==> config.mk <==
export PLATFORM = sky130hd
export DESIGN_NAME = mcu_ctrl
export DESIGN_NICKNAME = d
export VERILOG_FILES = /design/src/rtl/mcu_pkg.sv /design/src/rtl/mcu_decode.sv /design/src/rtl/mcu_ctrl.sv
export SDC_FILE = /design/constraint.sdc
export NUM_CORES = 1
export LEC_CHECK = 0
export BUFFER_PORTS_ARGS = -buffer_cell sky130_fd_sc_hd__buf_2
export CAP_MARGIN = 40
export CORE_MARGIN = 2
export CORE_UTILIZATION = 43
export DETAILED_ROUTE_END_ITERATION = 7
export PLACE_DENSITY = 0.83
export SLEW_MARGIN = 20
export SYNTH_ARGS = -nofsm -noshare
export SYNTH_HDL_FRONTEND = slang
export SYNTH_SLANG_ARGS = --single-unit
==> constraint.sdc <==
create_clock -name i_clk -period 1.5 [get_ports i_clk]
set_clock_uncertainty 0.2 [all_clocks]
set_input_delay 0.3 -clock i_clk [delete_from_list [all_inputs] [get_ports i_clk]]
set_output_delay 0.3 -clock i_clk [all_outputs]
set_load 0.1 [all_outputs]
==> src/rtl/mcu_pkg.sv <==
// Shared constants for the 12-bit microcontroller control unit:
// state encoding, opcode values, instruction-class masks and decode helpers.
package mcu_pkg;

   localparam logic [2:0] ST_LOAD    = 3'd0;
   localparam logic [2:0] ST_FETCH   = 3'd1;
   localparam logic [2:0] ST_DECODE  = 3'd2;
   localparam logic [2:0] ST_EXECUTE = 3'd3;
   localparam logic [2:0] ST_HALTED  = 3'd4;

   localparam logic [3:0] OP_SYS = 4'b0000;
   localparam logic [3:0] OP_JMP = 4'b0001;
   localparam logic [3:0] OP_JZ  = 4'b0010;
   localparam logic [3:0] OP_JC  = 4'b0011;

   // Instruction class is identified by (IR[11:8] & MASK) == PFX
   localparam logic [3:0] MTYPE_MASK = 4'b1100;
   localparam logic [3:0] MTYPE_PFX  = 4'b0100;
   localparam logic [3:0] ITYPE_MASK = 4'b1000;
   localparam logic [3:0] ITYPE_PFX  = 4'b1000;

   localparam logic [7:0] HALT_IMM = 8'hFF;

   function automatic logic is_mtype(input logic [3:0] opc);
      return (opc & MTYPE_MASK) == MTYPE_PFX;
   endfunction

   function automatic logic is_itype(input logic [3:0] opc);
      return (opc & ITYPE_MASK) == ITYPE_PFX;
   endfunction

endpackage

==> src/rtl/mcu_decode.sv <==
// Combinational instruction/state decode: produces memory, ALU and register
// strobes, IR field extracts, the branch-taken flag and the HALT detect.
module mcu_decode
   import mcu_pkg::*;
(
   input  logic [2:0]  state_i,
   input  logic [11:0] ir_i,
   input  logic        zero_i,
   input  logic        carry_i,
   output logic        pmem_load_o,
   output logic        dmem_en_o,
   output logic        dmem_wen_o,
   output logic [3:0]  dmem_addr_o,
   output logic [3:0]  alu_op_o,
   output logic        alu_src_o,
   output logic [7:0]  imm_o,
   output logic        acc_we_o,
   output logic        sr_we_o,
   output logic        halted_o,
   output logic        jump_o,
   output logic        halt_o
);

   logic [3:0] opc;
   logic       mtype;
   logic       itype;

   assign opc   = ir_i[11:8];
   assign mtype = is_mtype(opc);
   assign itype = is_itype(opc);

   // Field extracts follow IR at all times so unused outputs stay deterministic
   assign dmem_addr_o = ir_i[3:0];
   assign imm_o       = ir_i[7:0];
   assign alu_src_o   = itype;
   assign alu_op_o    = itype ? {1'b0, ir_i[10:8]} : ir_i[7:4];
   assign halt_o      = (opc == OP_SYS) && (ir_i[7:0] == HALT_IMM);

   always_comb begin
      jump_o = 1'b0;
      case (opc)
         OP_JMP:  jump_o = 1'b1;
         OP_JZ:   jump_o = zero_i;
         OP_JC:   jump_o = carry_i;
         default: jump_o = 1'b0;
      endcase
   end

   always_comb begin
      pmem_load_o = 1'b0;
      dmem_en_o   = 1'b0;
      dmem_wen_o  = 1'b0;
      acc_we_o    = 1'b0;
      sr_we_o     = 1'b0;
      halted_o    = 1'b0;
      case (state_i)
         ST_LOAD:   pmem_load_o = 1'b1;
         ST_DECODE: dmem_en_o   = mtype;
         ST_EXECUTE: begin
            if (mtype) begin
               dmem_en_o  = 1'b1;
               dmem_wen_o = ir_i[9];
               acc_we_o   = ~ir_i[9];
               sr_we_o    = 1'b1;
            end else if (itype) begin
               acc_we_o = 1'b1;
               sr_we_o  = 1'b1;
            end
         end
         ST_HALTED: halted_o = 1'b1;
         default: ;
      endcase
   end

endmodule

==> src/rtl/mcu_ctrl.sv <==
// Multi-cycle control unit: holds state, PC and IR and sequences each
// instruction through FETCH, DECODE and EXECUTE.
module mcu_ctrl
   import mcu_pkg::*;
(
   input  logic        i_clk,
   input  logic        i_rst_n,
   input  logic        i_load_done,
   input  logic [11:0] i_instr,
   input  logic        i_zero,
   input  logic        i_carry,
   output logic [7:0]  o_pc,
   output logic        o_pmem_load,
   output logic        o_dmem_en,
   output logic        o_dmem_wen,
   output logic [3:0]  o_dmem_addr,
   output logic [3:0]  o_alu_op,
   output logic        o_alu_src,
   output logic [7:0]  o_imm,
   output logic        o_acc_we,
   output logic        o_sr_we,
   output logic        o_halted
);

   logic [2:0]  state_q, state_d;
   logic [7:0]  pc_q, pc_d;
   logic [11:0] ir_q, ir_d;

   logic dmem_wen, acc_we, sr_we;
   logic jump, halt;

   mcu_decode u_decode (
      .state_i     (state_q),
      .ir_i        (ir_q),
      .zero_i      (i_zero),
      .carry_i     (i_carry),
      .pmem_load_o (o_pmem_load),
      .dmem_en_o   (o_dmem_en),
      .dmem_wen_o  (dmem_wen),
      .dmem_addr_o (o_dmem_addr),
      .alu_op_o    (o_alu_op),
      .alu_src_o   (o_alu_src),
      .imm_o       (o_imm),
      .acc_we_o    (acc_we),
      .sr_we_o     (sr_we),
      .halted_o    (o_halted),
      .jump_o      (jump),
      .halt_o      (halt)
   );

   // Write strobes are masked while reset is held so a mid-EXECUTE reset writes nothing
   assign o_dmem_wen = dmem_wen & i_rst_n;
   assign o_acc_we   = acc_we & i_rst_n;
   assign o_sr_we    = sr_we & i_rst_n;
   assign o_pc       = pc_q;

   always_comb begin
      state_d = state_q;
      pc_d    = pc_q;
      ir_d    = ir_q;
      case (state_q)
         ST_LOAD: if (i_load_done) state_d = ST_FETCH;
         ST_FETCH: begin
            ir_d    = i_instr;
            state_d = ST_DECODE;
         end
         ST_DECODE: state_d = ST_EXECUTE;
         ST_EXECUTE: begin
            pc_d    = jump ? ir_q[7:0] : pc_q + 8'd1;
            state_d = halt ? ST_HALTED : ST_FETCH;
         end
         ST_HALTED: state_d = ST_HALTED;
         default:   state_d = ST_LOAD;
      endcase
   end

   always_ff @(posedge i_clk) begin
      if (!i_rst_n) begin
         state_q <= ST_LOAD;
         pc_q    <= '0;
         ir_q    <= '0;
      end else begin
         state_q <= state_d;
         pc_q    <= pc_d;
         ir_q    <= ir_d;
      end
   end

endmodule

Word level (Yosys, flattened, before mapping). Cells that the tools add are included.

Bitwise gates (word level): 4. Shift-type cells: 0. Multiplexer cells: 17. $mul: 0. Equality and inequality tests: 10. Divide/modulo/power cells: 0. Add/subtract/negate cells: 1. Reductions and logical operators: 3. Order comparisons: 0.

Operator list (count): one-hot mux 3 bit (5 select lines) (1); 2-to-1 mux 1 bit (10); adder 8 x 1 -> 8 bit (second input constant) (1); equality test 4 x 2 -> 1 bit (second input constant) (2); equality test 8 bit (second input constant) (1); 2-to-1 mux 8 bit (1); equality test 3 x 2 -> 1 bit (second input constant) (2); 2-to-1 mux 3 bit (2); equality test 4 x 1 -> 1 bit (second input constant) (1); zero test 4 bit (1); 2-to-1 mux 4 bit (1); bitwise AND 1 bit (3); equality test 3 x 1 -> 1 bit (second input constant) (1); equality test 3 bit (second input constant) (1); zero test 3 bit (1); one-hot mux 1 bit (3 select lines) (1); equality test 2 x 1 -> 1 bit (second input constant) (1); inequality test 2 bit (second input constant) (1); one-hot mux 1 bit (2 select lines) (1); logical AND 1 bit (1); inverter 1 bit (1).

Memory bits (read-only): 0. Logic and storage cells: 38. Bits in registers: 23. RAM bits: 0. Memories kept: 0. Bits in latches: 0.

Depth between registers and ports, before layout.
Word-level depth: 4. Mapped depth: 6. Mapped depth without buffers: 5.

Cells and area by module. From an unflattened synthesis, not the netlist that was laid out.

Cell total of the unflattened synthesis: 154. Area total of the unflattened synthesis: 1330.0 um^2.

By module, submodules not included: mcu_ctrl (instances 1, seq. area each 460.4 um^2, area each 1062.3 um^2, cells each 120); mcu_decode (instances 1, seq. area each 0.0 um^2, area each 267.8 um^2, cells each 34).

Worst setup path after synthesis. Ideal clock, no wire load.

Path type: register to output. Start: reg ir_q[11]. End: out o_acc_we. Path slack: -3324 ps. Path buffers: 1. Cell stages (with the launch flop): 4. Arrival time: 4324 ps. Path through: dfxtp_1 -> buf_2 -> and3b_2 -> nor4_1.

Longest elaborated chain between the ends: 4. Elaborated cells between the ends (all ways): 5.

RTL lines: start, declared (line mcu_ctrl.sv:27) `logic [11:0] ir_q, ir_d;`; start signal, assigned (line mcu_ctrl.sv:85) `ir_q <= ir_d;`; equality test 2 x 1 -> 1 bit / 2-to-1 mux 1 bit (equally long branches) (line mcu_pkg.sv:25, mcu_decode.sv:65); 2-to-1 mux 1 bit * (line mcu_decode.sv:60) `if (mtype) begin`; 2-to-1 mux 1 bit * (line mcu_decode.sv:56) `case (state_i)`; bitwise AND 1 bit * (line mcu_ctrl.sv:53) `assign o_acc_we = acc_we & i_rst_n;`; end, declared (line mcu_ctrl.sv:20) `output logic o_acc_we,`.

Mark *: on every way between the ends. The rest lies on a longest branch, timed or not.

Worst setup path after layout.
Start: reg state_q[2]. End: out o_acc_we.

Longest elaborated chain between the ends: 3.

RTL lines: start, declared (line mcu_ctrl.sv:25) `logic [2:0] state_q, state_d;`; start signal, assigned (line mcu_ctrl.sv:83) `state_q <= state_d;`; equality test 3 x 2 -> 1 bit (line mcu_decode.sv:56); 2-to-1 mux 1 bit (line mcu_decode.sv:56); bitwise AND 1 bit (line mcu_ctrl.sv:53).

Every way passes these cells.

==> impl_results.rst <==
.. list-table::
   :header-rows: 1

   * - Metric
     - Value
   * - Status
     - finished, violations left
   * - Failing checks
     - DRC, setup timing
   * - Global-route wire length before repair
     - 9.63 mm
   * - Sw Share
     - 47.6%
   * - Tcrit/Tclk final
     - 137%
   * - Initial antenna violation count
     - 0
   * - Number of distinct library cell variants in the gate-level netlist after synthesis
     - 39
   * - Worst-case vdd ir drop
     - 751 uV
   * - Total detailed-routing wirelength
     - 7.68 mm
   * - Internal Dissipation
     - 1.51 mW
   * - Maximum number of pins on one net before global-route repair
     - 19
   * - Placeable core region
     - 2810 sq um
   * - Last weighted congestion value of the routability-driven placer
     - 0.783
   * - Remaining number of nets flagged by the antenna check after routing
     - 0
   * - Post-detailed-placement half-perimeter wirelength
     - 3.42 mm
   * - Synth Register Bits
     - 23
   * - Setup violations, final
     - 41
   * - Critical-path cell with the highest stage delay
     - dfxtp_2
   * - Starting Density
     - 45.7%
   * - # fillers
     - 66
   * - Hold Vio Cnt, Final
     - 0
   * - Via density
     - 6.71
   * - CP delay by family, top
     - simple AND/OR/NAND/NOR gates
   * - Cells along the critical path
     - nand3b_1 > nor4_4 > buf_12
   * - PnR Total Power
     - 2.89 mW
   * - Number of optimization iterations in the first detailed-route pass
     - 8
   * - Worst path bufs/invs
     - 1
   * - TritonCTS clock tree
     - built
   * - Worst setup path startpoint
     - state_q[2]$_SDFFE_PN0P_
   * - Clock Power Share
     - 11.1%
   * - CTS Buf Count
     - 3
   * - Type of the worst setup path
     - reg -> out
   * - Via count of the first global-routing pass
     - 1708
   * - Avg Cell Area, Syn
     - 8.54 sq um
   * - Total number of clock tree sinks
     - 23
   * - Fin nets
     - 251
   * - DRC errors left
     - 2
   * - Cell count of the worst hold path
     - 3
   * - Total via count in the routed design
     - 1765
   * - Combinational share of power
     - 61.5%
   * - Max frequency
     - 0.488 GHz
   * - Critical path data arrival time
     - 1.55 ns
   * - Primary flip-flop cell chosen by synthesis mapping
     - dfxtp_1
   * - Total global routing overflow
     - 0
   * - Root buffer cell
     - clkbuf_4
   * - Port bufs
     - 47
   * - Number of synthesized flops with an enable pin
     - 0
   * - Sequential share of the synthesized area
     - 35.9%
   * - Share of synthesized flip-flops with an asynchronous set or reset
     - 0%
   * - Flop-to-flop setup slack
     - -0.49 ns
   * - Max transition margin
     - 69.7%
   * - Data required, critical path
     - 1.00 ns
   * - Net Count, Synth
     - 168
   * - Maximum level of the CTS H-tree
     - 1
   * - Number of pins with negative max-slew slack in the final report
     - 0
   * - Max Buffers Root-to-Sink
     - 2
   * - Reg power frac
     - 27.4%
   * - Vertical extent of the die
     - 58.6 um
   * - Setup TNS
     - -9.72 ns
   * - Hold endpoint
     - ir_q[9]$_SDFFE_PN0P_
   * - RSZ-0062 raised after global routing
     - yes
   * - Die outline width
     - 58.6 um
   * - Routed length per instance
     - 29.2 um
   * - Die Outline Area
     - 3430 sq um
   * - Endpoint class of the critical path
     - primary output
   * - Fraction of layout cells with a size suffix above 1
     - 66.4%
   * - Launch point of the worst reg-to-reg path
     - state_q[2]$_SDFFE_PN0P_
   * - Area growth syn-to-layout
     - 108%
   * - Number of inserted diodes
     - 0
   * - Clock input transition at the sequential cells of the worst setup and hold paths
     - 0.15 ns
   * - Iteration-0 DRC count of the detailed router
     - 203
   * - Peak fanout along the critical path
     - 3
   * - Nature of the critical path startpoint
     - flip-flop
   * - Switch Pwr
     - 1.37 mW
   * - Gr usage total
     - 39.4%
   * - Boundary Pins
     - 48
   * - Worst-skew pair later-pin latency
     - 0.34 ns
   * - Maximum cell stage delay along the critical path
     - 0.37 ns
   * - Row cnt
     - 19
   * - Crit path setup slack, layout
     - -0.550 ns
   * - Leakage power summed over all cells
     - 1.07 nW
   * - Power per standard cell area
     - 1090 nW/um^2
   * - Total of max-cap violations
     - 0
   * - Transition time of the tightest slew-check pin
     - 0.450 ns
   * - Launch instance of the worst min-delay path
     - i_instr[9]
   * - Post-synthesis cell area
     - 1280 sq um
   * - Min cycle time layout
     - 2.05 ns
   * - Synthesized instance count
     - 150
   * - Syn. warnings
     - 0
   * - Capture instance of the worst register-to-register path
     - o_pc[5]$_SDFFE_PN0N_
   * - FF-to-FF path depth
     - 5
   * - Hold WC Path Type
     - in -> reg
==> layout by cell type, fill, tap and decap left out, drive strengths merged, types with 4 or more instances in the layout <==
master / n
o21a: 4
dlygate4sd3: 4
dfxtp: 23
nand2: 12
nand3: 8
buf: 95
mux2i: 12
o21ai: 6
nor2: 18
a31oi: 7
nor3: 5
==> registers in the layout, indices dropped and copies added, names as in the netlist <==
signal / flops
o_pc: 8
state_q: 3
ir_q: 12
==> metrics by stage <==
| step | setup WS, ns | hold slack [ns] | utilization [%] | instances | area, sq um |
|---|---|---|---|---|---|
| finish | -0.550 | 0.0446 | 94.8 | 263 | 2660 |
| global route | -0.556 | 0.0568 | 94.8 | 263 | 2660 |
| CTS | -0.499 | 0.00512 | 89.3 | 255 | 2500 |
| detailed placement | -0.181 | 0.316 | 78.1 | 237 | 2190 |
| global placement | -0.104 | 0.275 | 78.1 | 237 | 2190 |
| floorplan | -1.02 | 0.218 | - | 150 | 1390 |
==> synth_stat cells, types with 4 or more instances <==
master,n,area share [%]
buf_4,13,7.6
nor3_1,5,2.0
buf_2,4,1.6
a31oi_1,7,3.4
nor2_1,17,5.0
nand2_1,12,3.5
dfxtp_1,23,36
o21a_1,4,2.3
o21ai_0,6,2.3
nand3_1,8,3.1
mux2i_1,12,9.4
==> worst register-to-register path, delay by kind of cell (launching register included) <==
kind	cells	cell delay, ns
AND/OR/NAND/NOR	2	0.72
buffers and inverters	1	0.26
flip-flops	1	0.37
AO/OA/AOI/OAI	2	0.37
==> repair_timing <==
| action | 4_1_cts | 5_1_grt |
|---|---|---|
| pin swaps | 10 | 9 |
| setup buffers | 11 | 13 |
| cloned | 1 | 0 |
| resized for setup | 49 | 33 |
| endpoints found under the hold margin | 4 | 0 |
| hold buffers | 4 | 0 |
| setup endpoints to repair | 44 | 46 |
==> worst max-delay path by stage <==
stage	depth (start not counted)	slack, ns	end
2_1_floorplan	3	-1.02	o_acc_we
3_3_place_gp	3	-0.10	o_acc_we
3_5_place_dp	6	-0.18	ir_q[4]$_SDFFE_PN0P_
4_1_cts	4	-0.50	o_sr_we
5_1_grt	3	-0.56	o_acc_we
6_report	3	-0.55	o_acc_we
==> layout make-up <==
| class | instances | area (sq um) | area share, % |
|---|---|---|---|
| clock buffers | 3 | 22.5 | 0.847 |
| clock inverters | 1 | 5.00 | 0.188 |
| inverters | 1 | 3.75 | 0.141 |
| multi-input cells | 105 | 886 | 33.3 |
| flip-flops and latches | 23 | 512 | 19.2 |
| well taps | 31 | 38.8 | 1.46 |
| repair buffers | 99 | 1190 | 44.8 |
==> routing by layer <==
| metal | GRT usage [%] | vias to the layer above | wire [um] |
|---|---|---|---|
| met5 | 0 | - | 0 |
| li1 | - | 685 | - |
| met4 | 26.0 | 0 | 682 |
| met2 | 64.8 | 187 | 3510 |
| met1 | 45.3 | 821 | 2720 |
| met3 | 9.45 | 72 | 766 |
==> kinds of logic (layout without fill, tap and decap cells) <==
group | count (synthesis) | after routing | share of synthesized area, %
xor gates and xnor gates | 1 | 1 | 0.684
buffers and inverters | 22 | 104 | 11.2
AOI/OAI and AO/OA | 23 | 23 | 12.1
DFF | 23 | 23 | 35.9
adders and majority gates | 1 | 1 | 0.976
and+or+nand+nor | 65 | 65 | 27.1
muxes | 15 | 15 | 12.0
==> power groups by stage <==
stage | Clock [mW] | Sequential [mW] | Combinational [mW]
floorplan | 0 | 0.911 | 0.776
global route | 0.341 | 0.793 | 1.80
CTS | 0.312 | 0.767 | 1.62
global placement | 0 | 0.756 | 1.39
detailed placement | 0 | 0.763 | 1.43
finish | 0.321 | 0.790 | 1.78
(Power assumes the default switching activity.)
